==> src/rtl/chaos_telemetry_framer_pkg.sv <==
// Shared types and constants for the telemetry framer.
// Holds the sync byte, FSM states and frame-length helper.
package chaos_telemetry_pkg;

    localparam logic [7:0] SYNC_BYTE = 8'hA5;

    typedef enum logic [1:0] {
        IDLE,
        SEND,
        WAIT,
        NEXT
    } frame_state_t;

    // Total frame bytes: sync + mask + data + checksum.
    function automatic logic [7:0] frame_len(
        input logic [7:0] mask,
        input int         bytes_per
    );
        return 8'(3 + $countones(mask) * bytes_per);
    endfunction

endpackage

==> src/rtl/chaos_frame_checksum.sv <==
// Running mod-256 sum of the bytes covered by the checksum.
// The framer emits the two's complement of value as the final byte.
module chaos_frame_checksum (
    input  logic       clk,
    input  logic       rst_n,
    input  logic       clear,
    input  logic       add,
    input  logic [7:0] add_byte,
    output logic [7:0] value
);

    // Clear wins over add so a new frame always starts from zero.
    always_ff @(posedge clk) begin
        if (!rst_n) begin
            value <= 8'h00;
        end else if (clear) begin
            value <= 8'h00;
        end else if (add) begin
            value <= value + add_byte;
        end
    end

endmodule

==> src/rtl/chaos_telemetry_framer.sv <==
// Captures decimated channel samples and streams them as framed
// bytes (sync, mask, data LSB first, checksum) to a UART.
module chaos_telemetry_framer
    import chaos_telemetry_pkg::*;
#(
    parameter int NUM_CH   = 3,
    parameter int SAMPLE_W = 32,
    parameter int DECIM    = 1
) (
    input  logic                       clk,
    input  logic                       rst_n,
    input  logic                       enable,
    input  logic                       sample_valid,
    input  logic [NUM_CH*SAMPLE_W-1:0] sample_data,
    input  logic [NUM_CH-1:0]          ch_mask,
    output logic                       tx_start,
    output logic [7:0]                 tx_data,
    input  logic                       tx_active,
    input  logic                       tx_done,
    output logic                       frame_busy,
    output logic                       overrun,
    output logic [15:0]                frame_count
);

    localparam int BYTES = SAMPLE_W / 8;
    localparam int BUF_W = NUM_CH * SAMPLE_W;
    localparam logic [15:0] DEC_LAST = 16'(DECIM - 1);

    frame_state_t state;

    logic [15:0]      dec_cnt;
    logic             capture;
    logic [7:0]       mask8;
    logic [BUF_W-1:0] packed_data;
    logic [BUF_W-1:0] buf_q;
    logic [7:0]       mask_q;
    logic [7:0]       len_q;
    logic [7:0]       idx;
    logic [7:0]       nidx;
    logic [7:0]       next_byte;
    logic             next_is_data;
    logic             cs_clear;
    logic             cs_add;
    logic [7:0]       cs_value;
    int               off;

    assign capture = enable && sample_valid && (dec_cnt == DEC_LAST);
    assign nidx = idx + 8'd1;

    // Zero-extend the live channel mask to a full byte.
    always_comb begin
        mask8 = 8'h00;
        mask8[NUM_CH-1:0] = ch_mask;
    end

    // Compact the enabled channels into ascending order, LSB first.
    always_comb begin
        packed_data = '0;
        off = 0;
        for (int k = 0; k < NUM_CH; k++) begin
            if (ch_mask[k]) begin
                packed_data = packed_data |
                    (BUF_W'(sample_data[k*SAMPLE_W +: SAMPLE_W])
                     << (off * SAMPLE_W));
                off = off + 1;
            end
        end
    end

    // Pick the byte that follows the current one in the frame.
    always_comb begin
        next_is_data = (nidx >= 8'd2) && (nidx < len_q - 8'd1);
        if (nidx == 8'd1) begin
            next_byte = mask_q;
        end else if (nidx == len_q - 8'd1) begin
            next_byte = ~cs_value + 8'd1;
        end else begin
            next_byte = buf_q[7:0];
        end
    end

    assign cs_clear = capture && (state == IDLE);
    assign cs_add   = (state == NEXT) && (nidx < len_q - 8'd1);

    chaos_frame_checksum u_checksum (
        .clk      (clk),
        .rst_n    (rst_n),
        .clear    (cs_clear),
        .add      (cs_add),
        .add_byte (next_byte),
        .value    (cs_value)
    );

    // Decimation counter; only strobes seen while enabled count.
    always_ff @(posedge clk) begin
        if (!rst_n) begin
            dec_cnt <= 16'd0;
        end else if (enable && sample_valid) begin
            dec_cnt <= capture ? 16'd0 : dec_cnt + 16'd1;
        end
    end

    // Frame sequencer with registered UART-side outputs.
    always_ff @(posedge clk) begin
        if (!rst_n) begin
            state       <= IDLE;
            tx_start    <= 1'b0;
            tx_data     <= 8'h00;
            frame_busy  <= 1'b0;
            overrun     <= 1'b0;
            frame_count <= 16'd0;
            buf_q       <= '0;
            mask_q      <= 8'h00;
            len_q       <= 8'd0;
            idx         <= 8'd0;
        end else begin
            overrun <= capture && (state != IDLE);
            unique case (state)
                IDLE: begin
                    if (capture) begin
                        buf_q      <= packed_data;
                        mask_q     <= mask8;
                        len_q      <= frame_len(mask8, BYTES);
                        idx        <= 8'd0;
                        tx_data    <= SYNC_BYTE;
                        tx_start   <= ~tx_active;
                        frame_busy <= 1'b1;
                        state      <= SEND;
                    end
                end
                SEND: begin
                    if (tx_start) begin
                        tx_start <= 1'b0;
                        state    <= WAIT;
                    end else if (!tx_active) begin
                        tx_start <= 1'b1;
                    end
                end
                WAIT: begin
                    if (tx_done) begin
                        state <= NEXT;
                    end
                end
                NEXT: begin
                    if (nidx < len_q) begin
                        idx      <= nidx;
                        tx_data  <= next_byte;
                        tx_start <= ~tx_active;
                        state    <= SEND;
                        if (next_is_data) begin
                            buf_q <= buf_q >> 8;
                        end
                    end else begin
                        frame_busy  <= 1'b0;
                        frame_count <= frame_count + 16'd1;
                        state       <= IDLE;
                    end
                end
                default: begin
                    state <= IDLE;
                end
            endcase
        end
    end

endmodule

==> config.mk <==
export PLATFORM = sky130hd
export DESIGN_NAME = chaos_telemetry_framer
export DESIGN_NICKNAME = d
export VERILOG_FILES = /design/src/rtl/chaos_telemetry_framer_pkg.sv /design/src/rtl/chaos_frame_checksum.sv /design/src/rtl/chaos_telemetry_framer.sv
export SDC_FILE = /design/constraint.sdc
export NUM_CORES = 1
export LEC_CHECK = 0
export CORE_MARGIN = 5
export CORE_UTILIZATION = 64
export DETAILED_ROUTE_END_ITERATION = 10
export DONT_BUFFER_PORTS = 1
export GPL_ROUTABILITY_DRIVEN = 0
export PLACE_DENSITY = 0.82
export SETUP_SLACK_MARGIN = 0.02
export SYNTH_ARGS = -nofsm -noshare
export SYNTH_HDL_FRONTEND = slang
export SYNTH_SLANG_ARGS = --single-unit
==> constraint.sdc <==
create_clock -name clk -period 5.2 [get_ports clk]
set_clock_uncertainty 0.1 [all_clocks]
set_input_delay 1.04 -clock clk [delete_from_list [all_inputs] [get_ports clk]]
set_output_delay 1.04 -clock clk [all_outputs]
set_load 0.01 [all_outputs]
---- Yosys cells after proc, flatten, opt, wreduce, memory -nomap -nowiden ----
Index checks and enable logic that the tools add are counted.
operators by class
  $add $sub $neg .......................... 10
  order comparisons ....................... 3
  equal/unequal tests ..................... 11
  shift operators ......................... 2
  muxes and demuxes ....................... 31
  bitwise gates (word level) .............. 6
  reduce and logical (&&, ||, !) cells .... 19
operators by type and width
  operator                 number
  $mux W96                 5
  $or A96 B96 Y96          2
  $pmux W96 S2             1
  $shl A32 B32 Y96         2
  $mux W8                  6
  $add A16 B1 Y16 const B  2
  $mux W32                 1
  $pmux W8 S2              2
  $mux W27                 1
  $add A8 B1 Y8 const B    2
  $logic_not A16 Y1        1
  $lt A8 B8 Y1             2
  $mux W16                 1
  $reduce_and A3 Y1        4
  $ne A2 B2 Y1 const B     5
  $add A8 B8 Y8            1
  $eq A8 B1 Y1 const B     1
  $eq A8 B8 Y1             1
  $ge A8 B2 Y1 const B     1
  $mux W1                  8
  $not A8 Y8               1
  $pmux W2 S4              1
  $sub A8 B1 Y8 const B    1
  $add A2 B5 Y6 const A    1
  17 further kinds         29
storage, ports and cells
  flip-flop bits (word level) ............. 168
  input port bits ......................... 105
  output and inout port bits .............. 27
  logic and storage cells ................. 94

---- Longest topological paths before layout ----
  word-level depth ........................ 8
  depth in mapped cells ................... 20
  mapped depth without buffers ............ 19

---- Modules after synthesis ----
From an unflattened synthesis, not the netlist that was laid out.
second synthesis, totals
  cells, all modules ...................... 1,073
  area total of the unflattened synthesis .. 8,938.6 sq um
by module, submodules not included
  module                  times used  cells an instance  area each (sq um)  sequential area each (sq um)
  chaos_telemetry_framer  1           1,005              8,349.3            3,103.0
  chaos_frame_checksum    1           68                 589.3              160.2

---- Worst setup path after synthesis ----
Ideal clock, no wire load.
  path type ............................... reg-to-reg
  from .................................... reg idx[0]
  to ...................................... reg u_checksum.value[7]
  library setup time ...................... 116 ps
  arrival time ............................ 4,019 ps
  required time ........................... 4,984 ps
  setup slack ............................. 965 ps
  cell stages (with the launch flop) ...... 18
  buffers on the path ..................... 0
  period minus slack after synthesis ...... 4,235 ps
  path through ............................ dfxtp_1 > ha_1 > nand3_2 > or3_1 > nand2_1 > ha_1 > nand4_1 > nor2_1 > mux2_2 > mux2_2 > ha_1 > a21o_1 > a211oi_1 > nor2_1 > o41ai_1 > xor2_1 > a211oi_1 > a31o_2
on the way
  word-level cells in the longest chain between the ends .. 5
  elaborated cells between the ends (all ways) .. 8
  those cells by class .................... 2 x add/sub; 1 x order compare; 2 x eq/ne; 2 x mux; 1 x reduce/logical
ends and longest elaborated chain
  element                   RTL line                       source
  start: declaration        chaos_telemetry_framer.sv:38   logic [7:0] idx;
  start signal: assignment  chaos_telemetry_framer.sv:146  idx <= nidx;
  $add A8 B1 Y8 *           chaos_telemetry_framer.sv:48   assign nidx = idx + 8'd1;
  $eq A8 B8 Y1              chaos_telemetry_framer.sv:75   end else if (nidx == len_q - 8'd1) begin
  $mux W8                   chaos_telemetry_framer.sv:75
  $mux W8                   chaos_telemetry_framer.sv:73   if (nidx == 8'd1) begin
  $add A8 B8 Y8             chaos_frame_checksum.sv:19     value <= value + add_byte;
  end signal: assignment    chaos_frame_checksum.sv:19
  end: declaration          chaos_frame_checksum.sv:9      output logic [7:0] value
Every way passes the cells marked *; elsewhere a longest branch is shown, timed or not.
A chain may end at the register's enable or synchronous reset.

---- Final worst setup path ----
Same ends and word-level chain as after synthesis.

==> metrics <==
Area growth syn-to-layout 6.22%; DIE AREA 16,200 um^2; root buf cell clkbuf_16; leakage power 3.26 nW; Port Buffers 0; io pins 132; worst reg2reg path startpoint idx[0]; VDD IR max 0.420 mV; Net Sw Frac 27.7%; Power Internal 0.00223 W; design area 9350 um^2; GRT overflow 0; Worst Setup SP idx[0]; first-pass GRT wire length 38,300 um; dpl ws 0.559 ns; kind of critical path reg -> reg; Worst Max-Slew Pin Slew 1.33 ns; violated checks DRC; dpl hpwl 16,600 um; number of detailed-route iterations in the first pass 11; max_slew headroom 11.1%; endpoints failing setup 0; FILL cells 1,057; antenna violations before repair 0; status finished, violations left; DRT iter0 DRCs 1,291; DRC 10; CP max stage delay 0.51 ns; switching power 0.000854 W; CP cell instances ha_1, nand3_2, or3_1, nand2_1, ha_1, nand4_1, nor2_1, mux2_2, mux2_2, ha_1, a21o_1, a211oi_1, nor2_1, o41ai_1, xor2_1, a211oi_1, a31o_2; Critical Path Sink u_checksum.value[7]; Core Box Area 13,300 um^2; CTS buffer count 17; nets 1,158; post-CTS sizing 0; number of global-route vias before repair 7,065; routed len/inst 20.3 um; CTS H-tree depth 4; fmax 211 MHz; most common flop cell mapped by yosys dfxtp_1; fin crit period 4.74 ns; syn_nets 1,220; post-place instance area 8730 um^2; ANT cells 0; Reg2Reg Setup Slack 0.46 ns; yosys warns 0; Initial Utilization 66.0%; Cells after Synth 1,080; FFs w/ async S/R, synth 0%; crit-path max FO 8; Antenna Nets Post-Route 0; Die Span X 127 um; Worst Path Required 5.43 ns; highest-delay cell along the critical path dfxtp_1; Die H 127 um; Yosys reg bits 163; Setup Total Neg Slack 0 ns; Vias/cell 6.70; Crit path top cell by count ha_1; multi-input logic area 5050 um^2; final worst path period share 91.1%; Seq/Total Area, Yosys 37.1%; Clock transition at path regs 0.06 ns; max-slew violation count 0; Crit. End Element flop; worst-skew pair later-pin latency 0.44 ns; RR Endpoint u_checksum.value[7]; hold depth 2; WHS 0.347 ns; detailed-route via count 8,086; PwrDens 330 nW/um^2; drt total wl 24,500 um; clock buffer depth 2; CP startpoint kind flop; layout cells sized above 1 6.21%; Reg area 3260 um^2; final setup margin 0.464 ns; worst r2r path cells 17; Post-CTS Hold Fix Bufs 0; Combinational Power Share 13.2%; power share of the sequential group 44.1%; CTS tree yes; EDFF count, synth 0; final count of hold timing violations 0; Clk pwr share 42.7%; std cell rows 42; Hold Path Class reg -> reg; Design Power 0.00309 W; CTS sink count 163; RSZ-0062 raised after global routing false; synthesized cell area 8810 um^2; Max Cap Violations 0; pin count of the biggest net entering global routing 205; Synth Area per Inst 8.15 um^2; # Post-CTS Setup Buffers 0; synth unique cells 64; Critical Path AT 4.97 ns; Total GRT Usage 29.5%
-- synthesized netlist by cell type, types with 2 or more instances --
cell | count | area [um^2]
nand2_1 | 172 | 646
dfxtp_1 | 163 | 3260
o21ai_1 | 77 | 385
nand3_1 | 71 | 355
clkbuf_1 | 69 | 259
o21ai_0 | 68 | 340
nor2_1 | 60 | 225
ha_1 | 33 | 413
a221o_1 | 32 | 320
a222oi_1 | 32 | 320
o2111ai_1 | 32 | 280
a21oi_1 | 27 | 135
a22o_1 | 24 | 210
inv_1 | 22 | 82.6
xnor2_1 | 21 | 184
nand4_1 | 17 | 106
xor2_1 | 16 | 140
and3_1 | 13 | 81.3
mux2i_1 | 13 | 130
nor3_1 | 12 | 60.1
or3_1 | 12 | 75.1
buf_6 | 9 | 101
buf_2 | 6 | 30.0
nor4_1 | 6 | 37.5
a31oi_1 | 5 | 31.3
clkbuf_2 | 5 | 25.0
nor2b_1 | 4 | 25.0
o31ai_1 | 4 | 30.0
a211oi_1 | 3 | 22.5
a21o_1 | 3 | 22.5
and2_1 | 3 | 18.8
buf_1 | 3 | 11.3
o221a_2 | 3 | 33.8
a311oi_1 | 2 | 17.5
and3b_1 | 2 | 17.5
fa_1 | 2 | 40.0
mux2_2 | 2 | 22.5
nand2b_1 | 2 | 12.5
nand3_2 | 2 | 20.0
nor3_2 | 2 | 20.0
nor4b_1 | 2 | 17.5
o41ai_1 | 2 | 17.5
-- layout by cell type, fill, tap and decap left out, types with 22 or more instances in the layout --
| master | count |
|---|---|
| o21ai_0 | 68 |
| o2111ai_1 | 32 |
| a221o_1 | 32 |
| a22o_1 | 24 |
| dfxtp_1 | 163 |
| inv_1 | 22 |
| nor2_1 | 60 |
| o21ai_1 | 77 |
| nand3_1 | 71 |
| nand2_1 | 172 |
| a21oi_1 | 27 |
| a222oi_1 | 32 |
| ha_1 | 32 |
-- worst max-delay path: cells and delay by family, from the launching register on --
kind                     cells  cell delay [ns]
AO/OA/AOI/OAI                5             1.11
XOR/XNOR                     1             0.23
adder cells (fa/ha/maj)      3             0.73
flip-flops                   1             0.51
multiplexers                 2             0.68
AND/OR/NAND/NOR              6             1.27
-- sequential cells by signal, indices dropped and copies added (netlist names), 3 cells and up --
signal	count
dec_cnt	16
mask_q	3
len_q	3
idx	8
u_checksum.value	8
tx_data	8
frame_count	16
buf_q	96
-- metal layers --
layer / up-vias / global-route usage (%) / routed length (um)
li1: 3879 / - / -
met1: 3763 / 41.2 / 9980
met2: 379 / 43.4 / 10800
met3: 65 / 9.31 / 2950
met4: 0 / 9.65 / 727
met5: - / 0 / 0
-- how the worst min path moves through the flow --
stage	to	slack, ns	start
detailed placement	buf_q[21]	0.34	buf_q[21]
global route	buf_q[94]	0.36	buf_q[94]
CTS	buf_q[94]	0.35	buf_q[94]
floorplan	buf_q[3]	0.32	buf_q[3]
global placement	buf_q[84]	0.34	buf_q[84]
finish	buf_q[13]	0.35	buf_q[13]
-- stage by stage --
stage / cells / utilization, %
finish: 1207 / 70.1
floorplan: 1080 / -
global route: 1207 / 70.1
detailed placement: 1175 / 65.4
CTS: 1207 / 70.1
global placement: 1175 / 65.4
-- logic make-up after synthesis --
kind of cell	count (synthesis)	synth area share, %
buffers and inverters	117	6.04
flip-flops	163	37.1
adder cells (fa/ha/maj)	35	5.14
AO/OA/AOI/OAI	324	25.8
multiplexers	15	1.73
XOR/XNOR	38	3.86
AND/OR/NAND/NOR	388	20.3
-- power groups by stage --
stage | Clock, W | Combinational, W | Sequential (W)
final | 0.00132 | 0.000408 | 0.00136
after global routing | 0.00138 | 0.000447 | 0.00137
after CTS | 0.00132 | 0.000401 | 0.00136
after detailed placement | 0 | 0.000398 | 0.00139
after global placement | 0 | 0.000390 | 0.00138
after floorplan | 0 | 0.000374 | 0.00137
-- layout make-up --
| type | count | share of cell area (%) |
|---|---|---|
| clock buffer | 19 | 4.74 |
| clock inverter | 13 | 1.89 |
| inverter | 24 | 0.963 |
| multi-input combinational | 800 | 53.9 |
| sequential | 163 | 34.9 |
| tap | 176 | 2.35 |
| timing repair buffer | 12 | 1.23 |
(Power assumes the default switching activity.)
